`src/rtl/digit_counter_ctrl.sv`:
```
// Single-digit up/down counter feeding the HEX0 7-segment decoder.
// One push-button starts and pauses counting. The dir switch sets the count
// direction and the clr switch returns the counter to the idle dash code (10).
module digit_counter_ctrl #(
    parameter int unsigned CLK_DIV   = 50_000_000,
    parameter int unsigned DB_CYCLES = 500_000
) (
    input  logic       clk,
    input  logic       rst,
    input  logic       key_n,
    input  logic       dir,
    input  logic       clr,
    output logic [3:0] code,
    output logic       running
);

    localparam int unsigned PW = (CLK_DIV   > 1) ? $clog2(CLK_DIV)   : 1;
    localparam int unsigned DW = (DB_CYCLES > 1) ? $clog2(DB_CYCLES) : 1;

    localparam logic [PW-1:0] PRESC_LAST = PW'(CLK_DIV - 1);
    localparam logic [DW-1:0] DB_LAST    = DW'(DB_CYCLES - 1);
    localparam logic [3:0]    CODE_DASH  = 4'd10;

    typedef enum logic [1:0] {
        ST_IDLE,
        ST_RUN,
        ST_PAUSE
    } state_t;

    logic          key_meta_q, key_sync_q;
    logic          dir_meta_q, dir_sync_q;
    logic          clr_meta_q, clr_sync_q;

    logic [DW-1:0] db_cnt_q, db_cnt_d;
    logic          db_level_q, db_level_d;
    logic          db_prev_q;
    logic          press_q;

    state_t        state_q;
    logic [3:0]    code_q;
    logic          running_q;
    logic [PW-1:0] presc_q;

    logic          tick;
    logic [3:0]    step_code;

    // Two-flop synchronizers for the asynchronous switch and button inputs.
    always_ff @(posedge clk or posedge rst) begin
        if (rst) begin
            key_meta_q <= 1'b1;
            key_sync_q <= 1'b1;
            dir_meta_q <= 1'b0;
            dir_sync_q <= 1'b0;
            clr_meta_q <= 1'b0;
            clr_sync_q <= 1'b0;
        end else begin
            key_meta_q <= key_n;
            key_sync_q <= key_meta_q;
            dir_meta_q <= dir;
            dir_sync_q <= dir_meta_q;
            clr_meta_q <= clr;
            clr_sync_q <= clr_meta_q;
        end
    end

    // Debounce: the new level is accepted after DB_CYCLES consecutive differing samples.
    always_comb begin
        db_cnt_d   = '0;
        db_level_d = db_level_q;
        if (key_sync_q != db_level_q) begin
            if (db_cnt_q == DB_LAST) begin
                db_level_d = key_sync_q;
            end else begin
                db_cnt_d = db_cnt_q + 1'b1;
            end
        end
    end

    // Debounce state and the registered press pulse, raised one cycle after the level falls.
    always_ff @(posedge clk or posedge rst) begin
        if (rst) begin
            db_cnt_q   <= '0;
            db_level_q <= 1'b1;
            db_prev_q  <= 1'b1;
            press_q    <= 1'b0;
        end else begin
            db_cnt_q   <= db_cnt_d;
            db_level_q <= db_level_d;
            db_prev_q  <= db_level_q;
            press_q    <= db_prev_q & ~db_level_q;
        end
    end

    // Count-rate tick and the next digit in the selected direction.
    always_comb begin
        tick = (presc_q == PRESC_LAST);
        if (dir_sync_q) begin
            step_code = (code_q == 4'd9) ? 4'd0 : code_q + 4'd1;
        end else begin
            step_code = (code_q == 4'd0) ? 4'd9 : code_q - 4'd1;
        end
    end

    // Control FSM with registered outputs. Priority is clear, then press, then tick.
    always_ff @(posedge clk or posedge rst) begin
        if (rst) begin
            state_q   <= ST_IDLE;
            code_q    <= CODE_DASH;
            running_q <= 1'b0;
            presc_q   <= '0;
        end else if (clr_sync_q) begin
            state_q   <= ST_IDLE;
            code_q    <= CODE_DASH;
            running_q <= 1'b0;
            presc_q   <= '0;
        end else begin
            case (state_q)
                ST_IDLE: begin
                    presc_q <= '0;
                    if (press_q) begin
                        state_q   <= ST_RUN;
                        code_q    <= 4'd0;
                        running_q <= 1'b1;
                    end
                end
                ST_RUN: begin
                    if (press_q) begin
                        state_q   <= ST_PAUSE;
                        running_q <= 1'b0;
                        presc_q   <= '0;
                    end else if (tick) begin
                        code_q  <= step_code;
                        presc_q <= '0;
                    end else begin
                        presc_q <= presc_q + 1'b1;
                    end
                end
                ST_PAUSE: begin
                    presc_q <= '0;
                    if (press_q) begin
                        state_q   <= ST_RUN;
                        running_q <= 1'b1;
                    end
                end
                default: begin
                    state_q   <= ST_IDLE;
                    code_q    <= CODE_DASH;
                    running_q <= 1'b0;
                    presc_q   <= '0;
                end
            endcase
        end
    end

    assign code    = code_q;
    assign running = running_q;

endmodule
```
`config.mk`:
```
export PLATFORM = sky130hd
export DESIGN_NAME = digit_counter_ctrl
export DESIGN_NICKNAME = d
export VERILOG_FILES = /design/src/rtl/digit_counter_ctrl.sv
export SDC_FILE = /design/constraint.sdc
export NUM_CORES = 1
export LEC_CHECK = 0
export BUFFER_PORTS_ARGS = -buffer_cell sky130_fd_sc_hd__buf_2
export CORE_ASPECT_RATIO = 0.8
export CORE_UTILIZATION = 65
export CTS_CLUSTER_SIZE = 10
export DETAILED_ROUTE_END_ITERATION = 10
export PLACE_DENSITY = 0.83
export SYNTH_ARGS = -nofsm -noshare
export SYNTH_HDL_FRONTEND = slang
export SYNTH_SLANG_ARGS = --single-unit
```
`constraint.sdc`:
```
create_clock -name clk -period 3.2 [get_ports clk]
set_input_delay 0 -clock clk [delete_from_list [all_inputs] [get_ports clk]]
set_output_delay 0 -clock clk [all_outputs]
set_load 0.02 [all_outputs]
```
==> run summary <==
Placed cell areas: 0.003025 mm^2
Die area: 0.004887 mm^2
Startpoint types: flop
Synth Flop Type: dfrtp_1
Cell count after synthesis: 296
Power Density: 437.2 mW/mm^2
DR WL/cell: 14.72 um
Filler cells: 315
Num rows: 21
Port bufs: 9
Slowest stage cell, crit path: or4_1
Hold Buf Count CTS: 4
Most instantiated cells after synthesis: 56 x nor2_1, 54 x dfrtp_1, 25 x xor2_1
Status: completed
Multi-input gate area: 0.001370 mm^2
Die H: 62.73 um
Slew of the pin with the lowest slew margin: 870.9 ps
Worst-path clk slew: 60 ps
Die Width: 77.91 um
Number of flops mapped to enable cells by yosys: 0
Setup TNS after final layout: 0 ps
RePlAce Congestion: 0.7675
Data arrival, critical path: 2450 ps
Largest cells by area after synthesis: dfrtp_1 45%, xor2_1 7.3%, nor2_1 7.0%
Hold WC Path Type: primary input to flop
Number of buffers created by CTS: 9
Most numerous cell on the critical path: or4_1
Number of global-route vias before repair: 2160
Fraction of layout cells with a size suffix above 1: 0.1465
Fin crit share: 0.6968
Initial antenna violation count: 0
Final Setup Violations: 0
Yosys reg bits: 60
Fmax achieved: 0.4485 GHz
Seq. cell area: 0.001509 mm^2
M1 WL: 2680 um
NumNets Final: 316
Yosys top cell by area: dfrtp_1
CTS tree: yes
# resized after CTS: 0
Antenna Nets Post-Route: 0
Crit end category: flop
Clk buf depth: 2
Net count after synthesis: 303
P&R area growth vs syn: 8.351%
Max stage delay on crit path: 600 ps
Slew Viols, Final: 0
Share of the synthesized area in the top cell type: 0.4509
Leak: 0.001349 uW
Hold Violations, Final: 0
Top layer in use: met4
Via count: 2112
Worst Path Required: 3420 ps
Unrepaired setup endpoints after global routing: false
Pwr Total: 1420 uW
CTS root buffer: clkbuf_8
Fin Clk Skew: 7.741 ps
CTS Sinks: 60
Total Routing Usage GR: 0.2648
Vias per cell: 5.693
Mapped Area: 0.002997 mm^2
Post-route cell area: 0.003247 mm^2
Seq/Total Area, Yosys: 0.5035
Final WL: 5461 um
Critical Path Fanout Max: 4
Diodes inserted: 0
DRC errors left: 0
Routed length on met3: 185 um
Min cycle time layout: 2230 ps
Netlist cell types: 52
Dpl hpwl: 3502 um
1st-iter DRT viols: 85
Worst vdd ir: 358.1 uV
First-pass GRT wire length: 9846 um
Yosys warnings: 0
Starting Density: 0.6954
Count leader, synth: nor2_1
Global route total overflow: 0
FFs w/ async S/R, synth: 1.000
CP cell instances: ha_1, nand4_1, or4_1, or4_1, a31o_2
Drt pass-1 iters: 6
Max-slew headroom: 0.4185
Clock latency on the worst-skew pair: 330 ps
Boundary Pins: 10
Largest net degree at the start of global routing: 45
Met2 routed WL: 2469 um
Avg Cell Area, Syn: 10.12 um^2
Post-CTS Setup Bufs: 0
Worst Setup Path Type: flop to flop
H-tree levels: 3
Max-Cap Viols: 0
Total core area: 0.004309 mm^2
## worst max-delay path, delay by kind of cell, from the launching register on
kind	cells	cell delay [ps]
AND/OR/NAND/NOR	3	1190
adder cells (fa/ha/maj)	1	260
AO/OA/AOI/OAI	1	270
flip-flops	1	400
## flip-flops by register name, summed over array words and instances, names as in the netlist
name / count
db_cnt_q: 19
dir_meta_q: 1
dir_sync_q: 1
press_q: 1
presc_q: 26
key_meta_q: 1
code: 4
clr_meta_q: 1
key_sync_q: 1
db_level_q: 1
state_q: 2
db_prev_q: 1
clr_sync_q: 1
## cell families after synthesis
group,Yosys count,synth area share
AND/OR/NAND/NOR,150,0.2656
flip-flops,60,0.5035
adder cells (fa/ha/maj),2,0.008349
multiplexers,2,0.007098
buffers and inverters,17,0.03924
XOR/XNOR,43,0.1257
AO/OA/AOI/OAI,22,0.05052
## stage by stage
step / std cells / hold WS, ps / worst slack, ps / util
3_5_place_dp: 351 / 106.4 / 984.8 / 0.7021
6_report: 371 / 315.2 / 970.4 / 0.7535
4_1_cts: 371 / 289.8 / 973.3 / 0.7535
3_3_place_gp: 351 / 104.4 / 1049 / 0.7021
5_1_grt: 371 / 309.6 / 846.6 / 0.7535
2_1_floorplan: 296 / 4.478 / 1163 / -
## where the power goes
part | total [uW] | switching, uW | internal [uW]
Sequential | 774 | 7.32 | 767
Clock | 608 | 264 | 344
Combinational | 37.2 | 24.8 | 12.5
Total | 1420 | 296 | 1120
## per-layer routing
metal  up-vias  GRT usage
met2        28     0.4049
met4         0     0.1227
met5         -          0
met1      1017     0.3458
met3        13    0.08467
li1       1054          -
## placed cells by master, fill, tap and decap left out, types with 3 or more instances in the layout
cell / netlist / routed
a21oi_1: 5 / 5
dlygate4sd3_1: 0 / 4
xor2_1: 25 / 25
and4_1: 3 / 3
o21ai_0: 3 / 3
dfstp_2: 6 / 6
nand4_1: 10 / 10
and4_2: 3 / 3
clkbuf_1: 6 / 3
inv_1: 4 / 3
clkbuf_8: 0 / 12
nand3b_1: 3 / 3
nor4_1: 7 / 7
nor2_1: 56 / 56
nand2_1: 20 / 20
buf_2: 1 / 9
nor3_1: 5 / 5
xnor2_1: 18 / 18
and3_1: 5 / 5
dfrtp_1: 54 / 54
nand3_1: 18 / 18
## final timing paths
kind	from	to	slack [ps]	depth (start not counted)
setup / recovery	presc_q[0]	presc_q[20]	970	5
hold / removal	clr	clr_meta_q	320	2
setup reg to reg	presc_q[0]	presc_q[20]	970	5
hold reg to reg	clr_meta_q	clr_sync_q	340	0
max in group asynchronous	rst	db_cnt_q[7]	2010	4
min in group asynchronous	rst	db_cnt_q[4]	430	3
## final cells by class
class,count,area share
Clock buffer,15,0.05434
Multi-Input combinational cell,219,0.4220
Tap cell,57,0.02197
Timing Repair Buffer,15,0.03083
Sequential cell,60,0.4647
Inverter,4,0.004624
Clock inverter,1,0.001541
(Power assumes the default switching activity.)
